--- config.mk ---
export PLATFORM = sky130hd
export DESIGN_NAME = apb_bridge_fsm_param
export DESIGN_NICKNAME = d
export VERILOG_FILES = /design/src/rtl/apb_bridge_pkg.sv /design/src/rtl/apb_timeout_cnt.sv /design/src/rtl/apb_bridge_fsm_param.sv
export SDC_FILE = /design/constraint.sdc
export NUM_CORES = 1
export LEC_CHECK = 0
export CORE_UTILIZATION = 30
export CTS_BUF_LIST = sky130_fd_sc_hd__clkbuf_8 sky130_fd_sc_hd__clkbuf_16
export CTS_CLUSTER_DIAMETER = 30
export DETAILED_ROUTE_END_ITERATION = 7
export GPL_TIMING_DRIVEN = 0
export PLACE_DENSITY = 0.65
export SKIP_CTS_REPAIR_TIMING = 1
export SYNTH_ARGS = -nofsm -noshare
export SYNTH_HDL_FRONTEND = slang
export SYNTH_SLANG_ARGS = --single-unit
--- constraint.sdc ---
create_clock -name Hclk -period 1.95 [get_ports Hclk]
set_input_delay 0.39 -clock Hclk [delete_from_list [all_inputs] [get_ports Hclk]]
set_output_delay 0.39 -clock Hclk [all_outputs]
set_load 0.02 [all_outputs]
--- src/rtl/apb_bridge_pkg.sv ---
// Shared types and constants for the AHB-to-APB bridge controller.
// State encoding, default bus widths and AHB response codes.
package apb_bridge_pkg;

  localparam int AW_DEF   = 32;
  localparam int DW_DEF   = 32;
  localparam int NSLV_DEF = 3;

  localparam logic RESP_OKAY  = 1'b0;
  localparam logic RESP_ERROR = 1'b1;

  typedef enum logic [2:0] {
    ST_IDLE   = 3'd0,
    ST_WWAIT  = 3'd1,
    ST_SETUP  = 3'd2,
    ST_ACCESS = 3'd3,
    ST_ERR1   = 3'd4,
    ST_ERR2   = 3'd5
  } state_t;

endpackage

--- src/rtl/apb_timeout_cnt.sv ---
// Counts APB ACCESS wait cycles; expired pulses on the cycle that would reach TIMEOUT_CYC.
// Only instantiated when APB_TIMEOUT_EN is defined.
module apb_timeout_cnt #(
  parameter int TIMEOUT_CYC = 255
) (
  input  logic clk,
  input  logic rst_n,
  input  logic clr,
  input  logic inc,
  output logic expired
);

  localparam int CW = $clog2(TIMEOUT_CYC + 1);
  localparam logic [CW-1:0] LAST = CW'(TIMEOUT_CYC - 1);

  logic [CW-1:0] cnt_q;

  // Combinational so the FSM leaves ACCESS after exactly TIMEOUT_CYC waited cycles.
  assign expired = inc && (cnt_q == LAST);

  always_ff @(posedge clk or negedge rst_n) begin
    if (!rst_n) begin
      cnt_q <= '0;
    end else if (clr) begin
      cnt_q <= '0;
    end else if (inc && !expired) begin
      cnt_q <= cnt_q + CW'(1);
    end
  end

endmodule

--- src/rtl/apb_bridge_fsm_param.sv ---
// AHB-to-APB bridge controller: one APB transfer at a time, wait states, PSLVERR and decode errors.
// Optional ACCESS timeout is enabled by defining APB_TIMEOUT_EN.
module apb_bridge_fsm_param
  import apb_bridge_pkg::*;
#(
  parameter int AW          = AW_DEF,
  parameter int DW          = DW_DEF,
  parameter int NSLV        = NSLV_DEF,
  parameter int TIMEOUT_CYC = 255
) (
  input  logic            Hclk,
  input  logic            Hresetn,
  input  logic            valid,
  input  logic            Hwrite,
  input  logic [AW-1:0]   Haddr,
  input  logic [DW-1:0]   Hwdata,
  input  logic [NSLV-1:0] tempselx,
  output logic            Hreadyout,
  output logic            Hresp,
  output logic [DW-1:0]   Hrdata,
  output logic [AW-1:0]   Paddr,
  output logic [DW-1:0]   Pwdata,
  output logic            Pwrite,
  output logic [NSLV-1:0] Pselx,
  output logic            Penable,
  input  logic            Pready,
  input  logic            Pslverr,
  input  logic [DW-1:0]   Prdata
);

  if (TIMEOUT_CYC < 1) begin : g_bad_timeout
    $error("TIMEOUT_CYC must be at least 1");
  end

  state_t          state_q, state_d;
  logic [NSLV-1:0] sel_q;
  logic            ready_st;
  logic            sel_ok;
  logic            accept;
  logic            tmo_expired;

  function automatic logic is_onehot(input logic [NSLV-1:0] v);
    return (v != '0) && ((v & (v - NSLV'(1))) == '0);
  endfunction

  // ERR2 already drives Hreadyout=1, so it accepts the next address phase like IDLE.
  assign ready_st = (state_q == ST_IDLE) || (state_q == ST_ERR2);
  assign sel_ok   = is_onehot(tempselx);
  assign accept   = ready_st && valid && sel_ok;

`ifdef APB_TIMEOUT_EN
  apb_timeout_cnt #(
    .TIMEOUT_CYC (TIMEOUT_CYC)
  ) u_tmo (
    .clk     (Hclk),
    .rst_n   (Hresetn),
    .clr     (state_q == ST_SETUP),
    .inc     ((state_q == ST_ACCESS) && !Pready),
    .expired (tmo_expired)
  );
`else
  assign tmo_expired = 1'b0;
`endif

  always_ff @(posedge Hclk or negedge Hresetn) begin
    if (!Hresetn) begin
      state_q <= ST_IDLE;
    end else begin
      state_q <= state_d;
    end
  end

  always_comb begin
    state_d = state_q;
    unique case (state_q)
      ST_IDLE, ST_ERR2: begin
        if (!valid)       state_d = ST_IDLE;
        else if (!sel_ok) state_d = ST_ERR1;
        else if (Hwrite)  state_d = ST_WWAIT;
        else              state_d = ST_SETUP;
      end
      ST_WWAIT: state_d = ST_SETUP;
      ST_SETUP: state_d = ST_ACCESS;
      ST_ACCESS: begin
        if (Pready)           state_d = Pslverr ? ST_ERR1 : ST_IDLE;
        else if (tmo_expired) state_d = ST_ERR1;
        else                  state_d = ST_ACCESS;
      end
      ST_ERR1: state_d = ST_ERR2;
      default: state_d = ST_IDLE;
    endcase
  end

  always_comb begin
    Hreadyout = ready_st;
    Hresp     = ((state_q == ST_ERR1) || (state_q == ST_ERR2)) ? RESP_ERROR : RESP_OKAY;
    Pselx     = ((state_q == ST_SETUP) || (state_q == ST_ACCESS)) ? sel_q : '0;
    Penable   = (state_q == ST_ACCESS);
  end

  // Capture registers: APB address/direction/data hold between transfers.
  always_ff @(posedge Hclk or negedge Hresetn) begin
    if (!Hresetn) begin
      Paddr  <= '0;
      Pwrite <= 1'b0;
      sel_q  <= '0;
      Pwdata <= '0;
      Hrdata <= '0;
    end else begin
      if (accept) begin
        Paddr  <= Haddr;
        Pwrite <= Hwrite;
        sel_q  <= tempselx;
      end
      if (state_q == ST_WWAIT) begin
        Pwdata <= Hwdata;
      end
      if ((state_q == ST_ACCESS) && Pready && !Pslverr && !Pwrite) begin
        Hrdata <= Prdata;
      end
    end
  end

endmodule

* Word level (Yosys, flattened, before mapping) *
Cells that the tools add are included.

word-level totals
  bits of input ports = 105
  bits in writable memories = 0
  flip-flop bits (word level) = 103
  memories = 0
  ROM bits = 0
  bits in latches = 0

operators by class
  equality and inequality tests = 5
  shift operators = 0
  bitwise logic cells = 1
  reduce and logical (&&, ||, !) cells = 15
  divide/modulo/power cells = 0
  muxes and demuxes = 8
  $lt $le $gt $ge = 0
  multipliers = 0
  $add $sub $neg = 1

operators by type and width
  cell                                                                    number
  3-bit two-way mux                                                       5
  3-bit case mux with 5 select lines                                      1
  3-bit by 2-bit equality test with 1-bit output (second input constant)  2
  3-bit equality test (second input constant)                             2
  1-bit logical AND                                                       6
  3-bit zero test                                                         2
  3-bit bitwise AND                                                       1
  3-bit by 1-bit equality test with 1-bit output (second input constant)  1
  1-bit logical OR                                                        3
  3-bit nonzero test                                                      1
  3-bit by 1-bit subtractor with 3-bit output (second input constant)     1
  1-bit zero test                                                         2
  2-bit two-way mux                                                       1
  2-bit OR reduction                                                      1
  1-bit two-way mux                                                       1

* Depth between registers and ports, before layout *
  depth in word-level cells = 7
  depth in mapped cells = 5

* Worst setup path before layout *
No wires, ideal clock.

  kind = reg2reg
  start point = register state_q[0]
  end point = register Hrdata[10]
  path buffers = 1
  period minus slack after synthesis = 1648 ps
  cell stages (with the launch flop) = 6
  arrival = 1523 ps
  path slack = 302 ps
  cell sequence = dfrtp_1 -> nor2b_4 -> and2_1 -> nand3_1 -> buf_2 -> mux2_2

between the ends
  longest elaborated chain between the ends = 4

RTL lines
  element                                         line                         source
  start: declaration                              apb_bridge_fsm_param.sv:35   state_t state_q, state_d;
  start signal: assignment                        apb_bridge_fsm_param.sv:69   state_q <= state_d;
  3-bit by 2-bit equality test with 1-bit output  n/a
  net Penable                                     apb_bridge_fsm_param.sv:25   output logic Penable,
  1-bit logical AND (3 in a row)                  apb_bridge_fsm_param.sv:118  if ((state_q == ST_ACCESS) && Pready && !Pslverr && !Pwrite) begin
  end signal: assignment                          apb_bridge_fsm_param.sv:119  Hrdata <= Prdata;
  end: declaration                                apb_bridge_fsm_param.sv:20   output logic [DW-1:0] Hrdata,

The timed path passes the listed nets, and every way through them passes these cells.
A chain may end at the register's enable or synchronous reset.

* Worst setup path after layout *
  start point = register state_q[2]
  end point = output port Hreadyout

between the ends
  longest elaborated chain between the ends = 2
  elaborated cells between the ends (all ways) = 3

RTL lines
  element                                                        line                        source
  3-bit equality test / 3-bit zero test (equally long branches)  apb_bridge_fsm_param.sv:47  assign ready_st = (state_q == ST_IDLE) || (state_q == ST_ERR2);
  1-bit logical OR *                                             apb_bridge_fsm_param.sv:47
  end: declaration                                               apb_bridge_fsm_param.sv:18  output logic Hreadyout,

Mark *: on every way between the ends. The rest lies on a longest branch, timed or not.

==> impl_metrics.tcl <==
set metrics [dict create \
    fillers 1084 \
    regArea_um2 2579 \
    seq_power_share 0.345 \
    clock-skew-final_ps 5.553 \
    power_density_nw_per_um2 1634 \
    dp_hpwl_mm 7.218 \
    firstDrtPassIters 4 \
    stdcell_area_um2 6640 \
    slew_headroom 0.6405 \
    ys_seq_area_frac 0.6486 \
    final_nets 575 \
    crit_required_ps 1560 \
    synth_top_family_by_area "multiplexers" \
    clockBufferDepth 2 \
    clock_sinks 103 \
    postPlaceCellArea_um2 6286 \
    ys_ff_latch 103 \
    setup_viol 0 \
    critPathCaptureType "primary output" \
    viasPerCell 4.360 \
    synth_compound_area_frac 0.01008 \
    routed_wl_mm 9.595 \
    synth.distinct_cells 24 \
    power.internal_w 0.007115 \
    pwr-share-clk 0.162 \
    cts-root-buf "clkbuf_16" \
    synth_warnings 0 \
    htree_num_levels 3 \
    clk-insertion-delay-late_ps 340 \
    gp_congestion 0.7729 \
    diodes 0 \
    drv_cap 0 \
    start_util 0.3111 \
    leakagePower_nw 2.867 \
    core-area_um2 12770 \
    avgSynthCellArea_um2 16.29 \
    synth_fa_ha_area_frac 0 \
    switching_share 0.3442 \
    worstSetupStartpointType "flop" \
    io_buffers 207 \
    netlist_instances 244 \
    final_antenna_net_count 0 \
    cts_buffers 9 \
    hold_path_class "input port to async pin" \
    grt_max_degree 65 \
    cts_tree "yes" \
    drcViolationCount 0 \
    critPathMaxFanout 5 \
    synthMuxAreaShare 0.2831 \
    max_freq_mhz 533.1 \
    switchingPower_w 0.003734 \
    p_total_w 0.01085 \
    synthSimpleGateAreaFrac 0.03904 \
    synth-xor-area-share 0.002204 \
    die_w_um 117.1 \
    drive_above_1_share 0.2326 \
    outcome "finished clean" \
    die_h_um 117.1 \
    min_period_ps 1876 \
    wl_per_cell_um 14.88 \
    cts.reportedPaths.clkPinSlew_ps 70 \
    finalMaxSlewViolations 0 \
    io_pins 208 \
    dr_total_vias 2812 \
    syn-num-nets 349 \
    tightest_slew_ps 539.2 \
    fin_crit_sh 0.9619 \
    critPathArrivalTime_ps 1490 \
    worstSetupPathType "flop to primary output" \
    grt_pass1_vias 3013 \
    antenna_found_initial 0 \
    dp.cells 624 \
    netlist_area_um2 3974 \
    gr-total-overflow 0 \
    area_growth_pct 67.10 \
    fp.dieArea_um2 13710 \
    drt_iter0_drc 53 \
    track_usage 0.1458 \
    final_hold_viol_count 0 \
    multi_input_area_um2 1340 \
    final_cell_mix "200 x clkdlybuf4s50_1, 102 x dfrtp_1, 69 x mux2_2, 30 x mux2_1, 9 x clkbuf_16" \
    rows 41 \
    mostFrequentLayoutCell "clkdlybuf4s50_1" \
    vdd_drop_max_mv 0.9209 \
    layout.cells.non_filler 645 \
    grt_pass1_wl_mm 14.89 \
    power_frac_comb 0.493 \
]
==> power groups by stage <==
stage,combinational (W),clock [W],sequential [W]
floorplan,0.00148,0,0.00496
global placement,0.00534,0,0.00372
detailed placement,0.00540,0,0.00378
CTS,0.00541,0.00183,0.00376
global route,0.00570,0.00192,0.00389
finish,0.00535,0.00176,0.00374
==> critical path, stage by stage, from the launching register on <==
cell and delay, ps:
dfrtp_1 460, nor2b_1 200, nor3_1 240, clkbuf_2 240
==> final cells by class <==
class                   count  area share
clock inverters             4    0.007160
repair buffers            215      0.3237
multi-input cells         131      0.2018
well taps                 172     0.03241
plain buffers              10     0.01055
flip-flops and latches    103      0.3884
clock buffers              10     0.03599
==> metal layers <==
layer,vias up,wire (µm),track usage
met5,-,0,0
met4,0,87,0.03797
met3,7,902,0.07312
met2,119,4677,0.2426
met1,1377,3929,0.1664
li1,1309,-,-
==> kinds of logic after synthesis <==
kind of cell | Yosys count
muxes | 100
xor gates and xnor gates | 1
DFF | 103
and+or+nand+nor | 23
buffers and inverters | 10
AOI/OAI and AO/OA | 7
==> synthesized netlist by cell type <==
master    count  share of area
nand2_4       1         0.0028
nor3_1        1         0.0013
dfrtp_1     103           0.65
nor2b_1       5         0.0079
or3b_1        1         0.0022
a31oi_1       1         0.0016
buf_6         3         0.0085
mux2_1       30          0.085
nor2b_4       1         0.0035
nand3_1       2         0.0025
o21ai_0       1         0.0013
a21oi_1       2         0.0025
buf_2         6         0.0076
clkbuf_1      1        0.00094
o22ai_1       1         0.0016
mux2_2       69           0.20
xnor2_1       1         0.0022
o21ai_1       1         0.0013
nand2_1       3         0.0028
nor4b_4       1         0.0060
mux2i_1       1         0.0025
and2_1        4         0.0063
a211oi_1      1         0.0019
nor2_1        4         0.0038
==> registers in the layout, summed over array words and instances, names as in the netlist <==
name and count:
Hrdata 32, Pwdata 32, Paddr 32, Pwrite 1
sel_q 3, state_q 3
==> path summary, 6_finish.rpt <==
kind / cells past startpoint / slack, ps / end / from
min in group Hclk: 1 / 490 / Paddr[28] / Paddr[28]
setup / recovery: 3 / 70 / Hreadyout / state_q[2]
hold / removal: 1 / 20 / Paddr[13] / Hresetn
max in group asynchronous: 2 / 1230 / Hrdata[18] / Hresetn
hold reg to reg: 1 / 490 / Paddr[28] / Paddr[28]
setup reg to reg: 5 / 140 / Paddr[26] / state_q[2]
==> metrics by stage <==
stage / setup WS [ps] / utilization / setup TNS (ps) / hold slack (ps)
after global placement: -3413 / 0.4902 / -361460 / 466.3
after global routing: -3.781 / 0.5198 / -6.599 / 48.04
after CTS: -402.5 / 0.5145 / -1982 / 24.51
after detailed placement: -346.0 / 0.4921 / -12540 / 401.8
after floorplan: 302.0 / - / 0 / 94.41
final: 74.31 / 0.5198 / 0 / 18.87
(Power assumes the default switching activity.)
